==> src/rtl/avg_fetch.sv <==
// avg_fetch: AVG instruction fetch stage, assembles byte-wide vector memory into 32-bit
// instructions, owns the PC and the JSR/RTS return stack.
module avg_fetch #(
   parameter int          STACK_DEPTH = 4,
   parameter logic [15:0] START_ADDR  = 16'h0000
) (
   input  logic        clk,
   input  logic        rst,
   input  logic        go,
   output logic [15:0] vmemAddr,
   output logic        vmemRd,
   input  logic [7:0]  vmemData,
   output logic [31:0] inst,
   output logic        instValid,
   input  logic        instReady,
   input  logic [2:0]  pcOffset,
   input  logic        jmp,
   input  logic        jsr,
   input  logic        ret,
   input  logic        halt,
   input  logic [15:0] jumpAddr,
   output logic        halted,
   output logic        stackErr,
   output logic [15:0] pc
);
   localparam int SPW = $clog2(STACK_DEPTH + 1);
   localparam int IW  = (STACK_DEPTH > 1) ? $clog2(STACK_DEPTH) : 1;
   localparam logic [SPW-1:0] SP_FULL = SPW'(STACK_DEPTH);

   typedef enum logic [2:0] {IDLE, B0, B1, B2, B3, B4, VALID} state_t;
   state_t state, state_nxt;

   logic [SPW-1:0] sp;
   logic [15:0]    stack [STACK_DEPTH];
   logic [15:0]    next_pc;
   logic           xfer, call, jump, rtn, seq, full, empty, err;
   logic [IW-1:0]  wr_idx, rd_idx;

   // go wins over any transfer, so feedback is ignored in a go cycle
   assign xfer    = state == VALID && instReady && !go;
   assign call    = xfer && !halt && jmp && jsr;
   assign jump    = xfer && !halt && jmp && !jsr;
   assign rtn     = xfer && !halt && !jmp && ret;
   assign seq     = xfer && !halt && !jmp && !ret;
   assign full    = sp == SP_FULL;
   assign empty   = sp == '0;
   assign err     = (call && full) || (rtn && empty);
   assign next_pc = pc + {13'b0, pcOffset};
   assign wr_idx  = IW'(sp);
   assign rd_idx  = IW'(sp - 1'b1);

   assign vmemAddr  = pc + (state == B1 ? 16'd1 : state == B2 ? 16'd2 :
                            (state == B3 || state == B4) ? 16'd3 : 16'd0);
   assign vmemRd    = state == B0 || state == B1 || state == B2 || state == B3;
   assign instValid = state == VALID;
   assign halted    = state == IDLE;

   always_comb begin
      state_nxt = state;
      case (state)
         B0:      state_nxt = B1;
         B1:      state_nxt = B2;
         B2:      state_nxt = (vmemData[7:5] == 3'b000) ? B3 : VALID;
         B3:      state_nxt = B4;
         B4:      state_nxt = VALID;
         VALID:   state_nxt = !instReady ? VALID : (halt || err) ? IDLE : B0;
         default: state_nxt = state;
      endcase
      if (go) state_nxt = B0;
   end

   always_ff @(posedge clk or posedge rst) begin
      if (rst) begin
         state    <= IDLE;
         pc       <= '0;
         sp       <= '0;
         stackErr <= 1'b0;
         inst     <= '0;
      end else begin
         state <= state_nxt;
         if (state == B1) inst[31:24] <= vmemData;
         if (state == B2) inst[23:16] <= vmemData;
         if (state == B2 && vmemData[7:5] != 3'b000) inst[15:0] <= '0;
         if (state == B3) inst[15:8] <= vmemData;
         if (state == B4) inst[7:0] <= vmemData;
         if (go) begin
            pc       <= START_ADDR;
            sp       <= '0;
            stackErr <= 1'b0;
         end else if (call && !full) begin
            pc <= jumpAddr;
            sp <= sp + 1'b1;
         end else if (jump) begin
            pc <= jumpAddr;
         end else if (rtn && !empty) begin
            pc <= stack[rd_idx];
            sp <= sp - 1'b1;
         end else if (seq) begin
            pc <= next_pc;
         end
         if (err) stackErr <= 1'b1;
      end
   end

   always_ff @(posedge clk)
      if (call && !full) stack[wr_idx] <= next_pc;
endmodule
==> config.mk <==
export PLATFORM = sky130hd
export DESIGN_NAME = avg_fetch
export DESIGN_NICKNAME = d
export VERILOG_FILES = /design/src/rtl/avg_fetch.sv
export SDC_FILE = /design/constraint.sdc
export NUM_CORES = 1
export LEC_CHECK = 0
export ABC_CLOCK_PERIOD_IN_PS = 5900
export BUFFER_PORTS_ARGS = -buffer_cell sky130_fd_sc_hd__buf_2
export CORE_MARGIN = 2
export CORE_UTILIZATION = 40
export DETAILED_ROUTE_END_ITERATION = 7
export HOLD_SLACK_MARGIN = 0.02
export PLACE_DENSITY = 0.7
export SYNTH_ARGS = -nofsm -noshare
export SYNTH_HDL_FRONTEND = slang
export SYNTH_SLANG_ARGS = --single-unit
==> constraint.sdc <==
create_clock -name clk -period 5.9 [get_ports clk]
set_input_delay 1.77 -clock clk [delete_from_list [all_inputs] [get_ports clk]]
set_output_delay 1.77 -clock clk [all_outputs]
set_load 0.03 [all_outputs]
==> metrics.md, run 1 <==
| Metric | Value |
|---|---|
| Maxcap violations | `0` |
| Initial Util | `0.4098` |
| WL per Instance | `~20 µm` |
| Layout net count | `between 500 and 600` |
| Slew Viols, Final | `0` |
| 1st-iter DRT viols | `roughly 260` |
| Switching pwr | `between 0.6 and 0.7 mW` |
| Cell variety after synth | `between 60 and 70` |
| Area occupied by multi-input gates | `approximately 0.0022 mm²` |
| Critical path arrival | `~3800 ps` |
| Setup tns final | `0 ps` |
| Post-DP HPWL | `10060 µm` |
| Outcome | `completed` |
| Hold Path Class | `register to register` |
| CP endpoint kind | `primary output` |
| CTS clk-pin slew, worst paths | `around 50 ps` |
| DR vias/cell | `around 5.6` |
| Synthesized area | `0.005710 mm²` |
| Layout area overhead | `20.66%` |
| Global-route wire length before repair | `~22000 µm` |
| CTS tree | `built` |
| Sequential Area | `0.003298 mm²` |
| Internal | `1.693 mW` |
| WP data required | `roughly 4100 ps` |
| Largest area contributor in the netlist | `edfxtp_1` |
| Most instantiated cells after synthesis | `edfxtp_1, dfrtp_1, nand2_1, nor2_1, a22o_1` |
| Gp weighted congestion | `0.8734` |
| Hold-fix buffers at CTS | `0` |
| Initial antenna violation count | `0` |
| Die Area | `about 0.015 mm²` |
| Num CTS Buffers | `17` |
| Peak VDD IR | `0.0001645 V` |
| Reg2Reg Depth | `7` |
| Flop-to-flop setup slack | `approximately 2800 ps` |
| Largest net degree at the start of global routing | `56` |
| Synth top area cells | `edfxtp_1, dfrtp_1, mux4_2` |
| Crit path max fanout | `9` |
| Upper clock frequency limit | `around 180 MHz` |
| Synth top area share | `0.3365` |
| Port Buf Inserts | `between 100 and 150` |
| Residual DRC count | `0` |
| Clock tree root driver cell | `clkbuf_16` |
| Critical Path Source Type | `register` |
| Ratio of cells with drive above 1 in the final layout | `0.3253` |
| First-pass detailed-route iteration total | `5` |
| Sequential Power Share | `0.420` |
| Final Cycle Share | `0.9505` |
| Total grt overflow | `0` |
| Die W | `approximately 120 µm` |
| Final min period | `approximately 5600 ps` |
| Post_cts resized | `0` |
| Routed via count | `4067` |
| Predominant post-synthesis flop cell | `edfxtp_1` |
| Vias in the first global route | `between 4k and 5k` |
| Worst skew pair latency | `roughly 400 ps` |
| Mean Syn Cell Area | `13.34 µm²` |
| Leak | `between 2 and 3 nW` |
| Final WL | `between 10000 and 15000 µm` |
| Final Setup Violations | `0` |
| Hold Fails Final Rpt | `0` |
| Combinational cell fraction of total power | `0.171` |
| H-Tree Depth | `4` |
| Count leader, synth | `edfxtp_1` |
| Tightest Pin Transition | `963.8 ps` |
| Post-CTS Setup Bufs | `0` |
| Die H | `around 120 µm` |
| Pwr dens | `342.1 mW/mm²` |
| Core Area | `~0.014 mm²` |
| WHS Path Cells | `1` |
| RSZ-0062 raised after global routing | `false` |
| Std-Cell Rows | `43` |
| Post-synthesis sequential area ratio | `0.5776` |
| Syn Inst Count | `~430` |
| Max clock buf depth | `2` |
| # fillers | `around 1.2k` |
| Total GRT Usage | `0.1988` |
| Ys Warns | `0` |
| Clock Skew | `approximately 7.7 ps` |
| Clock sinks | `around 120` |
| Sw frac | `0.2818` |
| Final core occ | `0.4945` |
| # diodes | `0` |
| Clock share of power | `0.409` |
| FFs w/ async S/R, synth | `0.4622` |
| Top Ports | `103` |
| Synth Register Bits | `~120` |
| Crit Path Class | `register to primary output` |
| Worst slew margin | `0.3575` |
| Remaining antenna violation count | `0` |
| EDFF count, synth | `between 60 and 70` |
| Synthesized net count | `476` |
## worst max-delay path, stage by stage (launching register included)
cell      delay, ps
dfrtp_1         550
inv_1           170
nor3_2          640
nand2b_1        200
ha_1            170
inv_1            60
fa_1            460
nor3_1          420
nand3_1         210
nor2_1          160
xor2_1          160
buf_2           220
## worst paths after layout
check,end,from
setup / recovery,vmemAddr[10],state[1]
hold / removal,inst[5],inst[5]
setup reg to reg,stack[3][10],sp[0]
hold reg to reg,inst[5],inst[5]
max in group asynchronous,pc[10],rst
min in group asynchronous,inst[0],rst
## registers in the layout, indices dropped and copies added (netlist names)
| name | cells |
|---|---|
| stackErr | 1 |
| sp | 3 |
| stack | 64 |
| state | 3 |
| pc | 16 |
| inst | 32 |
## logic make-up (layout without fill, tap and decap cells)
kind of cell / Yosys count / in the layout / synth area share
xor+xnor: 27 / 27 / 0.04141
mux: 33 / 33 / 0.09641
fa+ha+maj: 14 / 14 / 0.03287
simple gates: 108 / 108 / 0.1058
compound gates: 87 / 87 / 0.1122
flops: 119 / 119 / 0.5776
buf+inv: 40 / 153 / 0.03374
## metrics by stage
step | power, mW | instances | hold WS (ps) | cell area [µm²] | setup WS [ps]
after CTS | 2.365 | 721 | 500.6 | 6890 | 282.2
after global placement | 1.396 | 689 | 481.5 | 6340 | 968.0
final | 2.357 | 721 | 500.2 | 6890 | 292.1
after global routing | 2.431 | 721 | 512.4 | 6890 | 69.34
after floorplan | 1.270 | 428 | 532.7 | 5710 | 1184
after detailed placement | 1.406 | 689 | 481.2 | 6340 | 715.6
## layout by cell type, fill, tap and decap left out, types with 8 or more instances in the layout
| cell type | synthesis | final |
|---|---|---|
| a21oi_1 | 11 | 11 |
| a22o_1 | 18 | 18 |
| buf_2 | 8 | 102 |
| clkbuf_16 | 0 | 17 |
| dfrtp_1 | 55 | 55 |
| edfxtp_1 | 64 | 64 |
| ha_1 | 11 | 11 |
| inv_1 | 14 | 13 |
| mux2_2 | 16 | 16 |
| mux4_2 | 16 | 16 |
| nand2_1 | 25 | 25 |
| nand3_1 | 8 | 8 |
| nor2_1 | 25 | 25 |
| nor3_1 | 11 | 11 |
| o21ai_0 | 17 | 17 |
| xnor2_1 | 13 | 13 |
| xor2_1 | 14 | 14 |
## layer usage
layer,global-route usage,share of wire,vias up
met3,0.04474,0.067,24
met5,0,0,-
met4,0.07244,0.019,0
met1,0.2585,0.40,2064
met2,0.3269,0.51,163
li1,-,-,1816
## power groups by stage
stage	logic, mW	clock network [mW]	registers, mW
after floorplan	0.131	0	1.14
after global placement	0.398	0	0.998
after detailed placement	0.405	0	1.00
after CTS	0.406	0.971	0.989
after global routing	0.425	1.01	0.997
final	0.403	0.964	0.990
## area by class of cell
type	count	area share
Timing Repair Buffer	106	0.07845
Tap cell	180	0.03269
Sequential cell	119	0.4787
Clock buffer	23	0.06501
Inverter	15	0.008171
Multi-Input combinational cell	269	0.3221
Clock inverter	9	0.01489
Note: power is estimated with default switching activity, not from simulation.
==> inputs of run 2 (changes only) <==
--- a/config.mk
+++ b/config.mk
@@ -5,8 +5,9 @@
 export SDC_FILE = /design/constraint.sdc
 export NUM_CORES = 1
 export LEC_CHECK = 0
-export ABC_CLOCK_PERIOD_IN_PS = 5900
+export ABC_CLOCK_PERIOD_IN_PS = 5700
 export BUFFER_PORTS_ARGS = -buffer_cell sky130_fd_sc_hd__buf_2
+export CORE_ASPECT_RATIO = 2
 export CORE_MARGIN = 2
 export CORE_UTILIZATION = 40
 export DETAILED_ROUTE_END_ITERATION = 7
==> constraint.sdc (replaced) <==
create_clock -name clk -period 5.7 [get_ports clk]
set_input_delay 1.71 -clock clk [delete_from_list [all_inputs] [get_ports clk]]
set_output_delay 1.71 -clock clk [all_outputs]
set_load 0.03 [all_outputs]
==> run 2 against run 1 <==
Effect of this change: setup slack better by 140 ps; via count increased by 1.3%; sequential power increased by 4%; critical path depth grew 1; non-clock buffer count rose by 2; largest cell class unchanged; largest power group is now clock.
==> metrics.md, run 2 (synthesized netlist as in run 1, its figures left out) <==
| Metric | Value |
|---|---|
| Critical Path Source Type | `register` |
| Worst slew margin | `0.3564` |
| Hold Path Class | `register to register` |
| Die H | `around 170 µm` |
| Num CTS Buffers | `17` |
| Tightest Pin Transition | `approximately 970 ps` |
| Vias in the first global route | `~4.3k` |
| Ratio of cells with drive above 1 in the final layout | `0.3389` |
| Outcome | `completed` |
| CTS tree | `built` |
| Commonest non-fill, non-tap cell in the layout | `buf_2` |
| CTS clk-pin slew, worst paths | `60 ps` |
| Top flop regs | `stack: 64 flops, inst: 32 flops, pc: 16 flops` |
| Internal | `about 1.7 mW` |
| Switching pwr | `~0.74 mW` |
| WL met2 | `approximately 8400 µm` |
| Hold Fails Final Rpt | `0` |
| Post-DP HPWL | `around 11000 µm` |
| DR vias/cell | `approximately 5.6` |
| Layout net count | `between 500 and 600` |
| Combinational cell fraction of total power | `0.166` |
| Top Ports | `slightly above 100` |
| Crit Path Class | `register to primary output` |
| Core Area | `~0.014 mm²` |
| WP data required | `between 3000 and 4000 ps` |
| Port Buf Inserts | `102` |
| Sw frac | `0.3006` |
| Worst skew pair latency | `roughly 420 ps` |
| RSZ-0062 raised after global routing | `false` |
| Layout area overhead | `21.63%` |
| Die W | `slightly below 90 µm` |
| Clock share of power | `0.419` |
| Maxcap violations | `0` |
| Total grt overflow | `0` |
| Commonest cells after routing, fill and taps aside | `buf_2, edfxtp_1, dfrtp_1` |
| Clock sinks | `roughly 120` |
| Final WL | `between 15000 and 20000 µm` |
| # diodes | `0` |
| Routed via count | `between 4k and 5k` |
| Std-Cell Rows | `a little over 60` |
| Pwr dens | `between 300 and 400 mW/mm²` |
| Crit path max fanout | `9` |
| Top sig layer | `met4` |
| Clock tree root driver cell | `clkbuf_16` |
| CP endpoint kind | `primary output` |
| Final core occ | `0.4973` |
| Initial antenna violation count | `0` |
| Global-route wire length before repair | `23860 µm` |
| Post-CTS Setup Bufs | `0` |
| Total GRT Usage | `0.2107` |
| H-Tree Depth | `4` |
| Post_cts resized | `0` |
| Sequential Power Share | `0.415` |
| Largest register FFs | `64` |
| Slew Viols, Final | `0` |
| Final Setup Violations | `0` |
| Max clock buf depth | `2` |
| Largest net degree at the start of global routing | `56` |
| First-pass detailed-route iteration total | `5` |
| Die Area | `around 0.015 mm²` |
| 1st-iter DRT viols | `300` |
| Residual DRC count | `0` |
| Final Cycle Share | `0.9235` |
| Upper clock frequency limit | `about 190 MHz` |
| Remaining antenna violation count | `0` |
| Final min period | `about 5300 ps` |
| Critical path arrival | `~3600 ps` |
| Initial Util | `0.4089` |
| Reg with most FFs | `stack` |
| WL per Instance | `roughly 21 µm` |
| Gp weighted congestion | `between 0.8 and 0.9` |
| Setup tns final | `0 ps` |
| Leak | `2.973 nW` |
| Clock Skew | `around 9.4 ps` |
| Post-Route M1 WL | `~5600 µm` |
| Peak VDD IR | `roughly 0.00028 V` |
| Hold-fix buffers at CTS | `0` |
| Wire length on met3 | `1101 µm` |
## run 2: cell types whose count changed in the layout (fill, tap and decap cells not counted), sizes merged
cell	delta
buf	+2
inv	+9
clkinv	-2
clkbuf	-4
bufinv	-2
clkinvlp	-1
## run 2: routing by layer
layer / GRT usage / up-vias
met2: 0.3687 / 212
met5: 0 / -
met4: 0.08838 / 0
met1: 0.2294 / 2039
li1: - / 1828
met3: 0.06348 / 39
## run 2: worst paths after layout
kind                          start      endpoint  slack (ps)  depth (start not counted)
min reg2reg                 inst[7]       inst[7]         500                          1
max in group asynchronous       rst         pc[2]        3700                          3
min                         inst[7]       inst[7]         500                          1
max reg2reg                   sp[0]         pc[5]        2440                          8
min in group asynchronous       rst      stackErr        1500                          3
max                        state[1]  vmemAddr[10]         440                         12
## run 2: critical path, cell delays in order (launching register included)
cell and delay [ps]:
dfrtp_1 560, inv_1 160, nor3_2 200, buf_4 200
nand2b_1 120, ha_1 160, inv_1 60, fa_1 420
nor3_1 490, nand3_1 220, nor2_1 170, xor2_1 150
buf_2 210
## run 2: stage by stage
stage / area (µm²) / setup slack (ps) / power [mW] / cells / hold WS [ps]
5_1_grt: 6945 / 243.5 / 2.555 / 732 / 515.6
3_5_place_dp: 6366 / 943.0 / 1.454 / 700 / 476.8
3_3_place_gp: 6366 / 1041 / 1.445 / 700 / 479.9
6_report: 6945 / 436.3 / 2.476 / 732 / 503.2
4_1_cts: 6945 / 476.8 / 2.486 / 732 / 502.2
2_1_floorplan: 5710 / 1044 / 1.315 / 428 / 532.7
## run 2: power groups by stage
stage          Sequential [mW]  Combinational (mW)  Clock [mW]
2_1_floorplan             1.18               0.136           0
3_3_place_gp              1.04               0.407           0
3_5_place_dp              1.04               0.414           0
4_1_cts                   1.03               0.415        1.04
5_1_grt                   1.04               0.435        1.08
6_report                  1.03               0.411        1.04
## run 2: cell type report
class                   instances  area (µm²)
multi-input cells             269        2220
clock inverters                13       103.9
clock buffers                  19       475.5
repair buffers                108       555.5
well taps                     189       236.5
flip-flops and latches        119        3298
fillers                      1197        7022
inverters                      15       56.30
